--- src/rtl/pc_next_seq_if.sv ---
// Handshake bundle between the PC register/pipeline and the next-PC sequencer.
// Master drives the current PC and redirect requests; slave returns the next PC and status.
interface pc_next_seq_if #(
  parameter int WIDTH = 12
);
  logic [WIDTH-1:0] pc_q;
  logic             stall;
  logic             branch_taken;
  logic [15:0]      branch_off;
  logic             jump;
  logic [25:0]      jump_idx;
  logic             jr;
  logic [31:0]      jr_addr;
  logic             exception;
  logic             halt_req;
  logic             resume;
  logic [WIDTH-1:0] pc_d;
  logic [WIDTH-1:0] pc_plus1;
  logic             flush_ifid;
  logic             pend_valid;
  logic             halted;

  modport master (
    output pc_q, stall, branch_taken, branch_off, jump, jump_idx,
           jr, jr_addr, exception, halt_req, resume,
    input  pc_d, pc_plus1, flush_ifid, pend_valid, halted
  );

  modport slave (
    input  pc_q, stall, branch_taken, branch_off, jump, jump_idx,
           jr, jr_addr, exception, halt_req, resume,
    output pc_d, pc_plus1, flush_ifid, pend_valid, halted
  );
endinterface

--- src/rtl/pc_next_seq.sv ---
// Next-PC sequencer feeding the d input of a PC register that has no write enable.
// Arbitrates sequential fetch and redirects, holds on stall/halt, replays stalled redirects.
//
// state | meaning
// RUN   | normal fetch; redirects applied immediately unless stalled
// PEND  | a redirect arrived under stall; r_pend_tgt replays when stall drops
// HALT  | PC held until resume or exception
module pc_next_seq #(
  parameter int               WIDTH      = 12,
  parameter logic [WIDTH-1:0] EXC_VECTOR = 12'h010
) (
  input  logic             clk,
  input  logic             clr,
  pc_next_seq_if.slave     s_if
);

  typedef enum logic [1:0] {
    RUN  = 2'd0,
    PEND = 2'd1,
    HALT = 2'd2
  } state_t;

  state_t           r_state;
  state_t           w_state_nxt;
  logic [WIDTH-1:0] r_pend_tgt;
  logic [WIDTH-1:0] w_pend_tgt_nxt;

  logic [WIDTH-1:0] w_plus1;
  logic [WIDTH-1:0] w_br_tgt;
  logic [WIDTH-1:0] w_tgt;
  logic             w_redir;
  logic [WIDTH-1:0] w_pc_d;
  logic             w_flush;
  logic             w_unused;

  // Offset is truncated to WIDTH, so sign extension is implicit in the modular add.
  assign w_plus1  = s_if.pc_q + 1'b1;
  assign w_br_tgt = w_plus1 + s_if.branch_off[WIDTH-1:0];
  assign w_redir  = s_if.jr | s_if.jump | s_if.branch_taken;
  assign w_unused = ^{s_if.branch_off[15:WIDTH], s_if.jump_idx[25:WIDTH],
                      s_if.jr_addr[31:WIDTH]};

  always_comb begin
    if (s_if.jr)
      w_tgt = s_if.jr_addr[WIDTH-1:0];
    else if (s_if.jump)
      w_tgt = s_if.jump_idx[WIDTH-1:0];
    else
      w_tgt = w_br_tgt;
  end

  always_ff @(posedge clk or posedge clr) begin
    if (clr) begin
      r_state    <= RUN;
      r_pend_tgt <= '0;
    end else begin
      r_state    <= w_state_nxt;
      r_pend_tgt <= w_pend_tgt_nxt;
    end
  end

  always_comb begin
    w_state_nxt    = r_state;
    w_pend_tgt_nxt = r_pend_tgt;
    w_pc_d         = w_plus1;
    w_flush        = 1'b0;
    case (r_state)
      RUN: begin
        if (s_if.exception) begin
          w_pc_d  = EXC_VECTOR;
          w_flush = 1'b1;
        end else if (s_if.stall && w_redir) begin
          w_pc_d         = s_if.pc_q;
          w_pend_tgt_nxt = w_tgt;
          w_state_nxt    = PEND;
        end else if (s_if.stall) begin
          w_pc_d = s_if.pc_q;
        end else if (w_redir) begin
          w_pc_d  = w_tgt;
          w_flush = 1'b1;
        end else if (s_if.halt_req) begin
          w_pc_d      = s_if.pc_q;
          w_state_nxt = HALT;
        end
      end
      // Newer redirects under stall are dropped: the latched one is architecturally first.
      PEND: begin
        if (s_if.exception) begin
          w_pc_d      = EXC_VECTOR;
          w_flush     = 1'b1;
          w_state_nxt = RUN;
        end else if (s_if.stall) begin
          w_pc_d = s_if.pc_q;
        end else begin
          w_pc_d      = r_pend_tgt;
          w_flush     = 1'b1;
          w_state_nxt = RUN;
        end
      end
      HALT: begin
        if (s_if.exception) begin
          w_pc_d      = EXC_VECTOR;
          w_flush     = 1'b1;
          w_state_nxt = RUN;
        end else begin
          w_pc_d = s_if.pc_q;
          if (s_if.resume)
            w_state_nxt = RUN;
        end
      end
      default: begin
        w_state_nxt = RUN;
      end
    endcase
  end

  assign s_if.pc_d       = w_pc_d;
  assign s_if.pc_plus1   = w_plus1;
  assign s_if.flush_ifid = w_flush;
  assign s_if.pend_valid = (r_state == PEND);
  assign s_if.halted     = (r_state == HALT);

endmodule

--- src/flat_wrapper.sv ---
// flat-port wrapper written by rule: the top's interface ports become plain ports
module pc_next_seq_flat 
#(
  parameter int               WIDTH      = 12,
  parameter logic [WIDTH-1:0] EXC_VECTOR = 12'h010
)
  (clk, clr, s_if_pc_q, s_if_stall, s_if_branch_taken, s_if_branch_off, s_if_jump, s_if_jump_idx, s_if_jr, s_if_jr_addr, s_if_exception, s_if_halt_req, s_if_resume, s_if_pc_d, s_if_pc_plus1, s_if_flush_ifid, s_if_pend_valid, s_if_halted);
  pc_next_seq_if #(.WIDTH(WIDTH)) s_if_i ();
  input  logic clk;
  input  logic clr;
  input wire logic [$bits(s_if_i.pc_q)-1:0] s_if_pc_q;
  input wire logic [$bits(s_if_i.stall)-1:0] s_if_stall;
  input wire logic [$bits(s_if_i.branch_taken)-1:0] s_if_branch_taken;
  input wire logic [$bits(s_if_i.branch_off)-1:0] s_if_branch_off;
  input wire logic [$bits(s_if_i.jump)-1:0] s_if_jump;
  input wire logic [$bits(s_if_i.jump_idx)-1:0] s_if_jump_idx;
  input wire logic [$bits(s_if_i.jr)-1:0] s_if_jr;
  input wire logic [$bits(s_if_i.jr_addr)-1:0] s_if_jr_addr;
  input wire logic [$bits(s_if_i.exception)-1:0] s_if_exception;
  input wire logic [$bits(s_if_i.halt_req)-1:0] s_if_halt_req;
  input wire logic [$bits(s_if_i.resume)-1:0] s_if_resume;
  output wire logic [$bits(s_if_i.pc_d)-1:0] s_if_pc_d;
  output wire logic [$bits(s_if_i.pc_plus1)-1:0] s_if_pc_plus1;
  output wire logic [$bits(s_if_i.flush_ifid)-1:0] s_if_flush_ifid;
  output wire logic [$bits(s_if_i.pend_valid)-1:0] s_if_pend_valid;
  output wire logic [$bits(s_if_i.halted)-1:0] s_if_halted;
  assign s_if_i.pc_q = s_if_pc_q;
  assign s_if_i.stall = s_if_stall;
  assign s_if_i.branch_taken = s_if_branch_taken;
  assign s_if_i.branch_off = s_if_branch_off;
  assign s_if_i.jump = s_if_jump;
  assign s_if_i.jump_idx = s_if_jump_idx;
  assign s_if_i.jr = s_if_jr;
  assign s_if_i.jr_addr = s_if_jr_addr;
  assign s_if_i.exception = s_if_exception;
  assign s_if_i.halt_req = s_if_halt_req;
  assign s_if_i.resume = s_if_resume;
  assign s_if_pc_d = s_if_i.pc_d;
  assign s_if_pc_plus1 = s_if_i.pc_plus1;
  assign s_if_flush_ifid = s_if_i.flush_ifid;
  assign s_if_pend_valid = s_if_i.pend_valid;
  assign s_if_halted = s_if_i.halted;
  pc_next_seq #(.WIDTH(WIDTH), .EXC_VECTOR(EXC_VECTOR)) u_core (.clk(clk), .clr(clr), .s_if(s_if_i));
endmodule
--- config.mk ---
export PLATFORM = sky130hd
export DESIGN_NAME = pc_next_seq_flat
export DESIGN_NICKNAME = d
export VERILOG_FILES = /design/src/rtl/pc_next_seq_if.sv /design/src/rtl/pc_next_seq.sv /design/src/flat_wrapper.sv
export SDC_FILE = /design/constraint.sdc
export NUM_CORES = 1
export LEC_CHECK = 0
export CAP_MARGIN = 20
export CORE_AREA = 2 2 87 89
export CTS_CLUSTER_DIAMETER = 120
export DETAILED_ROUTE_END_ITERATION = 6
export DIE_AREA = 0 0 89 91
export HOLD_SLACK_MARGIN = 0.06
export PLACE_DENSITY = 0.72
export SKIP_LAST_GASP = 1
export SYNTH_ARGS = -nofsm -noshare
export SYNTH_HDL_FRONTEND = slang
export SYNTH_SLANG_ARGS = --single-unit
--- constraint.sdc ---
create_clock -name clk -period 5.34 [get_ports clk]
set_input_delay 1.068 -clock clk [delete_from_list [all_inputs] [get_ports clk]]
set_output_delay 1.068 -clock clk [all_outputs]
set_load 0.01 [all_outputs]
== After elaboration in Yosys (flattened, before gate mapping) ==
Index checks and enable logic that the tools add are counted.

* Bitwise logic cells: 3
* Equal/unequal tests: 8
* Add/subtract/negate cells: 2
* Muxes and demuxes: 29
* Reduce and logical (&&, ||, !) cells: 4

{| class="wikitable"
|+ Operators by type and width
! kind !! count
|-
| 2-to-1 mux 12 bit || 10
|-
| case mux 12 bit (3 select lines) || 1
|-
| 2-to-1 mux 2 bit || 9
|-
| adder 12 x 1 -> 12 bit (second input constant) || 1
|-
| adder 12 bit || 1
|-
| != test 3 bit (second input constant) || 3
|-
| 2-to-1 mux 1 bit || 7
|-
| != test 3 x 2 -> 1 bit (second input constant) || 2
|-
| case mux 2 bit (3 select lines) || 1
|-
| AND reduction 6 bit || 1
|-
| case mux 1 bit (3 select lines) || 1
|-
| AND reduction 3 bit || 1
|-
| == test 2 x 1 -> 1 bit (second input constant) || 1
|-
| == test 2 bit (second input constant) || 1
|-
| logical NOT 2 bit || 1
|-
| != test 2 bit (second input constant) || 1
|-
| bitwise OR 1 bit || 2
|-
| logical AND 1 bit || 1
|-
| inverter 1 bit || 1
|}

* Input bits: 95
* Logic and storage cells: 48
* Flip-flop bits (word level): 14

== Depth between registers and ports, before layout ==
Gate-level depths: netlist of the first run.

* Depth after elaboration: 9
* Gate-level depth with buffers: 12
* Depth with buffers taken out: 11

== Least setup slack after synthesis of the first run ==
OpenSTA, ideal clock, no wires.

* Path kind: input-to-output
* Start point: input port s_if_pc_q[5]
* End point: output port s_if_pc_d[11]
* Cell stages on the path: 11
* Arrival time: 3.594 ns
* Path slack: 0.678 ns
* Required time: 4.272 ns
* Cell sequence: buf_6 > nand4_4 > nor3_1 > xnor2_1 > ha_1 > a21o_1 > a31o_2 > a21oi_1 > a21oi_1 > or3b_1 > o211ai_1

* Longest elaborated chain between the ends: 9
* Elaborated cells on any way between the ends: 10

{| class="wikitable"
|+ Ends and longest elaborated chain
! item !! line !! RTL
|-
| from (decl) || flat_wrapper.sv:11 || <nowiki>input wire logic [$bits(s_if_i.pc_q)-1:0] s_if_pc_q;</nowiki>
|-
| adder 12 x 1 -> 12 bit || pc_next_seq.sv:37 || <nowiki>assign w_plus1 = s_if.pc_q + 1'b1;</nowiki>
|-
| via s_if_pc_plus1[9] || flat_wrapper.sv:23 || <nowiki>output wire logic [$bits(s_if_i.pc_plus1)-1:0] s_if_pc_plus1;</nowiki>
|-
| adder 12 bit || pc_next_seq.sv:38 || <nowiki>assign w_br_tgt = w_plus1 + s_if.branch_off[WIDTH-1:0];</nowiki>
|-
| 2-to-1 mux 12 bit || pc_next_seq.sv:46 || <nowiki>else if (s_if.jump)</nowiki>
|-
| 2-to-1 mux 12 bit || pc_next_seq.sv:44 || <nowiki>if (s_if.jr)</nowiki>
|-
| 2-to-1 mux 12 bit || pc_next_seq.sv:78 || <nowiki>end else if (w_redir) begin</nowiki>
|-
| 2-to-1 mux 12 bit || pc_next_seq.sv:76 || <nowiki>end else if (s_if.stall) begin</nowiki>
|-
| 2-to-1 mux 12 bit || pc_next_seq.sv:72 || <nowiki>end else if (s_if.stall && w_redir) begin</nowiki>
|-
| 2-to-1 mux 12 bit || pc_next_seq.sv:69 || <nowiki>if (s_if.exception) begin</nowiki>
|-
| case mux 12 bit (3 select lines) || pc_next_seq.sv:67 || <nowiki>case (r_state)</nowiki>
|-
| to (decl) || flat_wrapper.sv:22 || <nowiki>output wire logic [$bits(s_if_i.pc_d)-1:0] s_if_pc_d;</nowiki>
|}

The timed path passes the listed nets, and every way through them passes these cells.

== Worst setup path after layout of the first run ==
* Start point: input port s_if_pc_q[1]
* End point: output port s_if_pc_d[9]

* Longest elaborated chain between the ends: 9
* Elaborated cells on any way between the ends: 10

{| class="wikitable"
|+ Ends and longest elaborated chain
! item !! line
|-
| adder 12 x 1 -> 12 bit (*) || pc_next_seq.sv:37
|-
| adder 12 bit || pc_next_seq.sv:38
|-
| 2-to-1 mux 12 bit || pc_next_seq.sv:46
|-
| 2-to-1 mux 12 bit || pc_next_seq.sv:44
|-
| 2-to-1 mux 12 bit || pc_next_seq.sv:78
|-
| 2-to-1 mux 12 bit || pc_next_seq.sv:76
|-
| 2-to-1 mux 12 bit || pc_next_seq.sv:72
|-
| 2-to-1 mux 12 bit || pc_next_seq.sv:69
|-
| case mux 12 bit (3 select lines) (*) || pc_next_seq.sv:67
|}

Mark *: on every way between the ends. The rest lies on a longest branch, timed or not.

==> results of run 1 <==
[power groups by stage]
stage	clock, mW	combinational (mW)	sequential [mW]
2_1_floorplan	0	0.176	0.138
3_3_place_gp	0	0.339	0.141
3_5_place_dp	0	0.347	0.143
4_1_cts	0.0946	0.348	0.141
5_1_grt	0.0996	0.383	0.143
6_report	0.0940	0.354	0.141
[cell usage in the layout (no fill, tap or decap), drive strengths merged, types with 5 or more instances in the layout]
master / synthesis / final
clkdlybuf4s50: 0 / 73
dfrtp: 14 / 14
o21ai: 32 / 32
a21o: 6 / 6
nor3: 13 / 13
a211oi: 6 / 6
a31oi: 6 / 6
xnor2: 10 / 10
mux2i: 9 / 9
nor4: 5 / 5
dlygate4sd2: 0 / 7
nor3b: 5 / 5
a21oi: 26 / 26
o21a: 7 / 7
buf: 6 / 62
nand3: 11 / 11
nand2: 42 / 42
ha: 14 / 14
inv: 11 / 11
nor2: 28 / 28
o211ai: 5 / 5
[routing by layer]
metal,vias to the layer above,share of wire,wire length (um)
li1,1553,-,-
met1,1529,0.40,3950
met2,204,0.47,4670
met3,50,0.085,850
met4,0,0.051,505
met5,-,0,0
[cells by family (layout without fill, tap and decap cells)]
group / count (synthesis) / count (layout) / synth area share
buffers and inverters: 30 / 159 / 0.0576
xor gates and xnor gates: 15 / 15 / 0.0592
muxes: 11 / 11 / 0.0459
and+or+nand+nor: 125 / 125 / 0.261
DFF: 14 / 14 / 0.143
adders and majority gates: 15 / 15 / 0.0796
AOI/OAI and AO/OA: 129 / 129 / 0.354
[worst max path at each step]
| stage | start | to | slack, ns | cells after the start |
|---|---|---|---|---|
| 4_1_cts | s_if_pc_q[2] | s_if_pc_d[9] | -0.07 | 12 |
| 6_report | s_if_pc_q[1] | s_if_pc_d[9] | 0.02 | 12 |
| 3_3_place_gp | s_if_pc_q[5] | s_if_pc_d[11] | -0.23 | 12 |
| 5_1_grt | s_if_pc_q[1] | s_if_pc_d[9] | -0.07 | 12 |
| 2_1_floorplan | s_if_pc_q[5] | s_if_pc_d[11] | 0.68 | 11 |
| 3_5_place_dp | s_if_pc_q[1] | s_if_pc_d[9] | -0.31 | 12 |
[sequential cells by signal (all words and copies together) (netlist names)]
signal and count:
u_core.r_pend_tgt 12, u_core.r_state 2
[metrics by stage]
| stage | power, mW | area, um^2 | utilization | hold WS, ns |
|---|---|---|---|---|
| 6_report | 0.589 | 3880 | 0.544 | 0.486 |
| 5_1_grt | 0.625 | 3880 | 0.544 | 0.503 |
| 4_1_cts | 0.583 | 3850 | 0.539 | 0.484 |
| 3_5_place_dp | 0.490 | 3770 | 0.529 | 0.469 |
| 3_3_place_gp | 0.480 | 3770 | 0.529 | 0.462 |
| 2_1_floorplan | 0.313 | 2450 | - | 0.441 |
[what timing repair did]
item	4_1_cts	5_1_grt
pin swaps	1	1
gates resized for setup	15	9
buffers inserted	0	0
hold endpoints to repair	0	0
setup endpoints to repair	7	4
[cell type report]
| class | instances | area share |
|---|---|---|
| sequential | 14 | 0.0902 |
| multi-input combinational | 295 | 0.522 |
| clock buffer | 3 | 0.0106 |
| inverter | 11 | 0.0106 |
| timing repair buffer | 145 | 0.335 |
| tap | 99 | 0.0319 |
[worst min-delay path: cells and delay by family (launching register included)]
family / cells / cell delay, ns
flops: 1 / 0.34
compound gates: 1 / 0.06
simple gates: 1 / 0.05
==> impl_metrics.tcl, run 1 <==
set metrics [dict create \
    synthTopCellsByArea "dfrtp_1 (14%), ha_1 (7.1%), o21ai_0 (6.5%), nand2_1 (6.4%), a21oi_1 (5.3%)" \
    initial_utilization 0.344 \
    hold_end "u_core.r_pend_tgt[7]$_DFFE_PP0P_" \
    grt_pass1_wl_um 15500 \
    multi_input_area_um2 2030 \
    yosys.cell_count.top_type "nand2_1" \
    grt_use_met2 0.389 \
    synthFlopType "dfrtp_1" \
    leakage_nw 1.70 \
    ys_seq_elements 14 \
    slew_violations 0 \
    viasPerCell 5.88 \
    seq_area_frac_synth 0.143 \
    grt_antenna_before_repair 0 \
    yosysWarnings 0 \
    start_kind "input port" \
    firstDrtPassIters 5 \
    dp_hpwl_um 7800 \
    worst_pin_slew_ns 0.775 \
    cp.arrival_ns 4.25 \
    synth_edf_count 0 \
    fin_cells 567 \
    dp_slack_ns -0.309 \
    antenna_cells 0 \
    syn_nets 449 \
    yosysTopAreaCell "dfrtp_1" \
    r2r_cells 5 \
    cts-root-buf "clkbuf_8" \
    hold_viol_final 0 \
    wl_per_cell_um 17.6 \
    mappedNetlistArea_um2 2450 \
    fillCellCount 714 \
    io_pins 122 \
    crit_top_cell "clkdlybuf4s50_1" \
    num_rows 31 \
    syn2layout_area_growth_pct 58.3 \
    top_usage_layer "met2" \
    layout.nets 580 \
    hp-class "flip-flop to flip-flop" \
    r2r_end "u_core.r_pend_tgt[5]$_DFFE_PP0P_" \
    gp_congestion 0.911 \
    period_share 0.996 \
    pwr-share-clk 0.160 \
    numCtsBuffers 3 \
    port_buffers 83 \
    grt_overflow 0 \
    slew_headroom 0.482 \
    finalSetupViolCount 0 \
    drt_iter0_markers 303 \
    r2r-start "u_core.r_state[1]$_DFFE_PP0P_" \
    clkTransAtPathRegs_ns 0.07 \
    synth_top_area_frac 0.143 \
    grtUsageMet3 0.0291 \
    drive_gt1_frac 0.186 \
    hold_path_depth 2 \
    end_kind "primary output" \
    fmax_mhz 188 \
    fin_skew_ns 0.00181 \
    seq_area_um2 350 \
    syn_avg_cell_area_um2 7.23 \
    p_int_mw 0.361 \
    first_global_vias 3259 \
    drcViolationCount 0 \
    cp.required_ns 4.27 \
    hold_buffers 0 \
    drv_cap 0 \
    outcome "finished clean" \
    die_x_um 89 \
    met1_usage 0.313 \
    period_needed_ns 5.32 \
    combPwrFrac 0.601 \
    place_inst 564 \
    ys_types 65 \
    rsz0062_at_grt "yes" \
    path_max_fanout 7 \
    worst-path-buf-inv 3 \
    path_cells "clkdlybuf4s50_1 -> ha_4 -> buf_4 -> xor2_2 -> ha_1 -> o211ai_1 -> o21ai_2 -> o221a_2 -> o21ai_1 -> mux2i_1 -> a41oi_1 -> clkdlybuf4s50_1" \
    grt_usage 0.242 \
    crit_slowest_cell "clkdlybuf4s50_1" \
    tns_ns 0 \
    max_stage_delay_ns 0.52 \
    switchingPower_mw 0.228 \
    drtAntennaViolNets 0 \
    tritoncts "yes" \
    drt-total-wl_um 9980 \
    ys_top_cells_by_count "nand2_1 (42), o21ai_0 (32), nor2_1 (28)" \
    dieHeight_um 91 \
    critPathTopFamily "buffers and inverters" \
    crit_type "input port to primary output" \
    p_per_area_nw_per_um2 152 \
    irDropWorstVdd_mv 0.0954 \
    clkLatencyLatePin_ns 0.25 \
    rrSetupSlack_ns 3.04 \
    async_flop_share 1.00 \
    min_from "u_core.r_pend_tgt[7]$_DFFE_PP0P_" \
    die_area_um2 8100 \
    fin_ws_ns 0.0207 \
    cts_sinks 14 \
    clk_path_buf_depth 2 \
    via_count 3336 \
    coreArea_um2 7140 \
    grt_start_max_net_pins 32 \
    seq_power_share 0.239 \
    syn_inst 339 \
    switching_share 0.387 \
    ctsHtreeMaxLevel 1 \
]
(Power assumes the default switching activity.)
==> inputs of run 2 (changes only) <==
--- a/config.mk
+++ b/config.mk
@@ -13,6 +13,7 @@
 export HOLD_SLACK_MARGIN = 0.06
 export PLACE_DENSITY = 0.72
 export SKIP_LAST_GASP = 1
+export SLEW_MARGIN = 20
 export SYNTH_ARGS = -nofsm -noshare
 export SYNTH_HDL_FRONTEND = slang
 export SYNTH_SLANG_ARGS = --single-unit
==> results of run 2 <==
Same layout as run 1: the final DEF is identical, and so are final timing and power.
==> inputs of run 3 (changes only) <==
--- a/config.mk
+++ b/config.mk
@@ -11,7 +11,7 @@
 export DETAILED_ROUTE_END_ITERATION = 6
 export DIE_AREA = 0 0 89 91
 export HOLD_SLACK_MARGIN = 0.06
-export PLACE_DENSITY = 0.72
+export PLACE_DENSITY = 0.67
 export SKIP_LAST_GASP = 1
 export SLEW_MARGIN = 20
 export SYNTH_ARGS = -nofsm -noshare
==> run 3 against run 2 <==
  * Critical path depth rose by 1
  * Global-route usage is 1.1 points higher
  * Worst hold slack got worse by 0.0051 ns
  * Clock skew grew 0.0047 ns
  * Flip-flop and latch count unchanged
  * Register-to-register slack gained 0.10 ns
  * Critical endpoint is now s_if_pc_d[5]
==> impl_metrics.tcl, run 3 (synthesis results as in run 1) <==
set metrics [dict create \
    start_kind "input port" \
    final_cell_mix "buf_4 (79), clkdlybuf4s50_1 (73), nand2_1 (42)" \
    cp.arrival_ns 4.12 \
    power_mw 0.631 \
    firstDrtPassIters 4 \
    clkTransAtPathRegs_ns 0.07 \
    critPathLaunch "s_if_pc_q[1]" \
    antenna_cells 0 \
    leakage_nw 1.79 \
    finalSetupViolCount 0 \
    fillCellCount 699 \
    clkLatencyLatePin_ns 0.26 \
    gp_congestion 0.920 \
    grt_antenna_before_repair 0 \
    die_x_um 89 \
    grt_overflow 0 \
    drt-total-wl_um 10300 \
    ctsHtreeMaxLevel 1 \
    io_pins 122 \
    die_area_um2 8100 \
    grt_usage 0.252 \
    hp-class "flip-flop to flip-flop" \
    p_per_area_nw_per_um2 155 \
    multi_input_area_um2 2070 \
    drt_iter0_markers 265 \
    port_buffers 83 \
    dieHeight_um 91 \
    min_from "u_core.r_pend_tgt[7]$_DFFE_PP0P_" \
    largest_reg_flops 12 \
    cts-root-buf "clkbuf_8" \
    via_count 3371 \
    slew_headroom 0.506 \
    fin_util 0.570 \
    grt_start_max_net_pins 31 \
    fin_ws_ns 0.150 \
    dp_slack_ns -0.297 \
    hold_viol_final 0 \
    hold_buffers 0 \
    initial_utilization 0.344 \
    wl_per_cell_um 17.7 \
    layout.nets 597 \
    clk_path_buf_depth 2 \
    period_share 0.972 \
    outcome "finished clean" \
    drcViolationCount 0 \
    viasPerCell 5.76 \
    largest_registers "u_core.r_pend_tgt (12), u_core.r_state (2)" \
    grt_pass1_wl_um 16200 \
    top_register "u_core.r_pend_tgt" \
    final_common_cell "buf_4" \
    worst_pin_slew_ns 0.738 \
    r2r-start "u_core.r_state[1]$_DFFE_PP0P_" \
    seq_area_um2 350 \
    period_needed_ns 5.19 \
    drv_cap 0 \
    end_kind "primary output" \
    drive_gt1_frac 0.226 \
    path_max_fanout 5 \
    drtAntennaViolNets 0 \
    slew_violations 0 \
    cp.required_ns 4.27 \
    first_global_vias 3363 \
    fmax_mhz 193 \
    coreArea_um2 7140 \
    cts_sinks 14 \
    crit_type "input port to primary output" \
    tritoncts "yes" \
    numCtsBuffers 3 \
    num_rows 31 \
    fin_skew_ns 0.00649 \
    irDropWorstVdd_mv 0.0897 \
    dp_hpwl_um 7940 \
    syn2layout_area_growth_pct 65.9 \
]
[run 3: changes by cell type in the layout (fill, tap and decap cells not counted), sizes merged]
| cell | previous run | this run |
|---|---|---|
| dlygate4sd2 | 7 | 6 |
| clkdlybuf4s15 | 0 | 1 |
| buf | 62 | 79 |
| clkbuf | 3 | 4 |
[run 3: routing by layer]
layer / global-route usage / part of all wire / up-vias / wire (um)
li1: - / - / 1580 / -
met1: 0.335 / 0.42 / 1590 / 4390
met2: 0.411 / 0.47 / 168 / 4890
met3: 0.0282 / 0.062 / 33 / 644
met4: 0.101 / 0.039 / 0 / 405
met5: 0 / 0 / - / 0
[run 3: path summary, 6_finish.rpt]
kind / to / slack [ns] / cells after the start
worst max-delay path: s_if_pc_d[5] / 0.15 / 13
worst min-delay path: u_core.r_pend_tgt[7]$_DFFE_PP0P_ / 0.48 / 2
worst max register to register: u_core.r_pend_tgt[5]$_DFFE_PP0P_ / 3.14 / 4
worst min register to register: u_core.r_pend_tgt[7]$_DFFE_PP0P_ / 0.48 / 2
max in group asynchronous: u_core.r_pend_tgt[9]$_DFFE_PP0P_ / 3.75 / 2
min in group asynchronous: u_core.r_pend_tgt[2]$_DFFE_PP0P_ / 1.18 / 2
[run 3: cell type report]
cell class | instances | area share
sequential | 14 | 0.0861
clock buffer | 4 | 0.0135
inverter | 11 | 0.0101
timing repair buffer | 162 | 0.350
tap | 99 | 0.0304
multi-input combinational | 295 | 0.510
[run 3: report_power, final]
part           switching (mW)  internal (mW)
clock                  0.0494         0.0657
sequential             0.0140          0.127
combinational           0.177          0.198
total                   0.240          0.391
[run 3: stage by stage]
stage	hold slack, ns	area [um^2]	setup TNS [ns]	cells
2_1_floorplan	0.441	2450	0	339
3_3_place_gp	0.465	3820	-0.954	571
3_5_place_dp	0.467	3820	-1.45	571
4_1_cts	0.483	4000	0	581
5_1_grt	0.504	4070	-0.0254	585
6_report	0.481	4070	0	585
[run 3: what timing repair did]
item / 4_1_cts / 5_1_grt
buffers inserted: 6 / 4
hold endpoints to repair: 0 / 0
endpoints found under the setup margin: 7 / 7
pin swaps: 2 / 2
resized for setup: 23 / 8
[run 3: critical path: stages]
cell and delay [ns]:
clkdlybuf4s50_1 0.52, ha_4 0.18, buf_4 0.14, xor2_4 0.19, ha_1 0.29, o211ai_1 0.22, o21ai_2 0.12, buf_4 0.15
xnor2_1 0.12, o21ai_0 0.14, o21a_1 0.25, o221a_2 0.21, clkdlybuf4s50_1 0.52
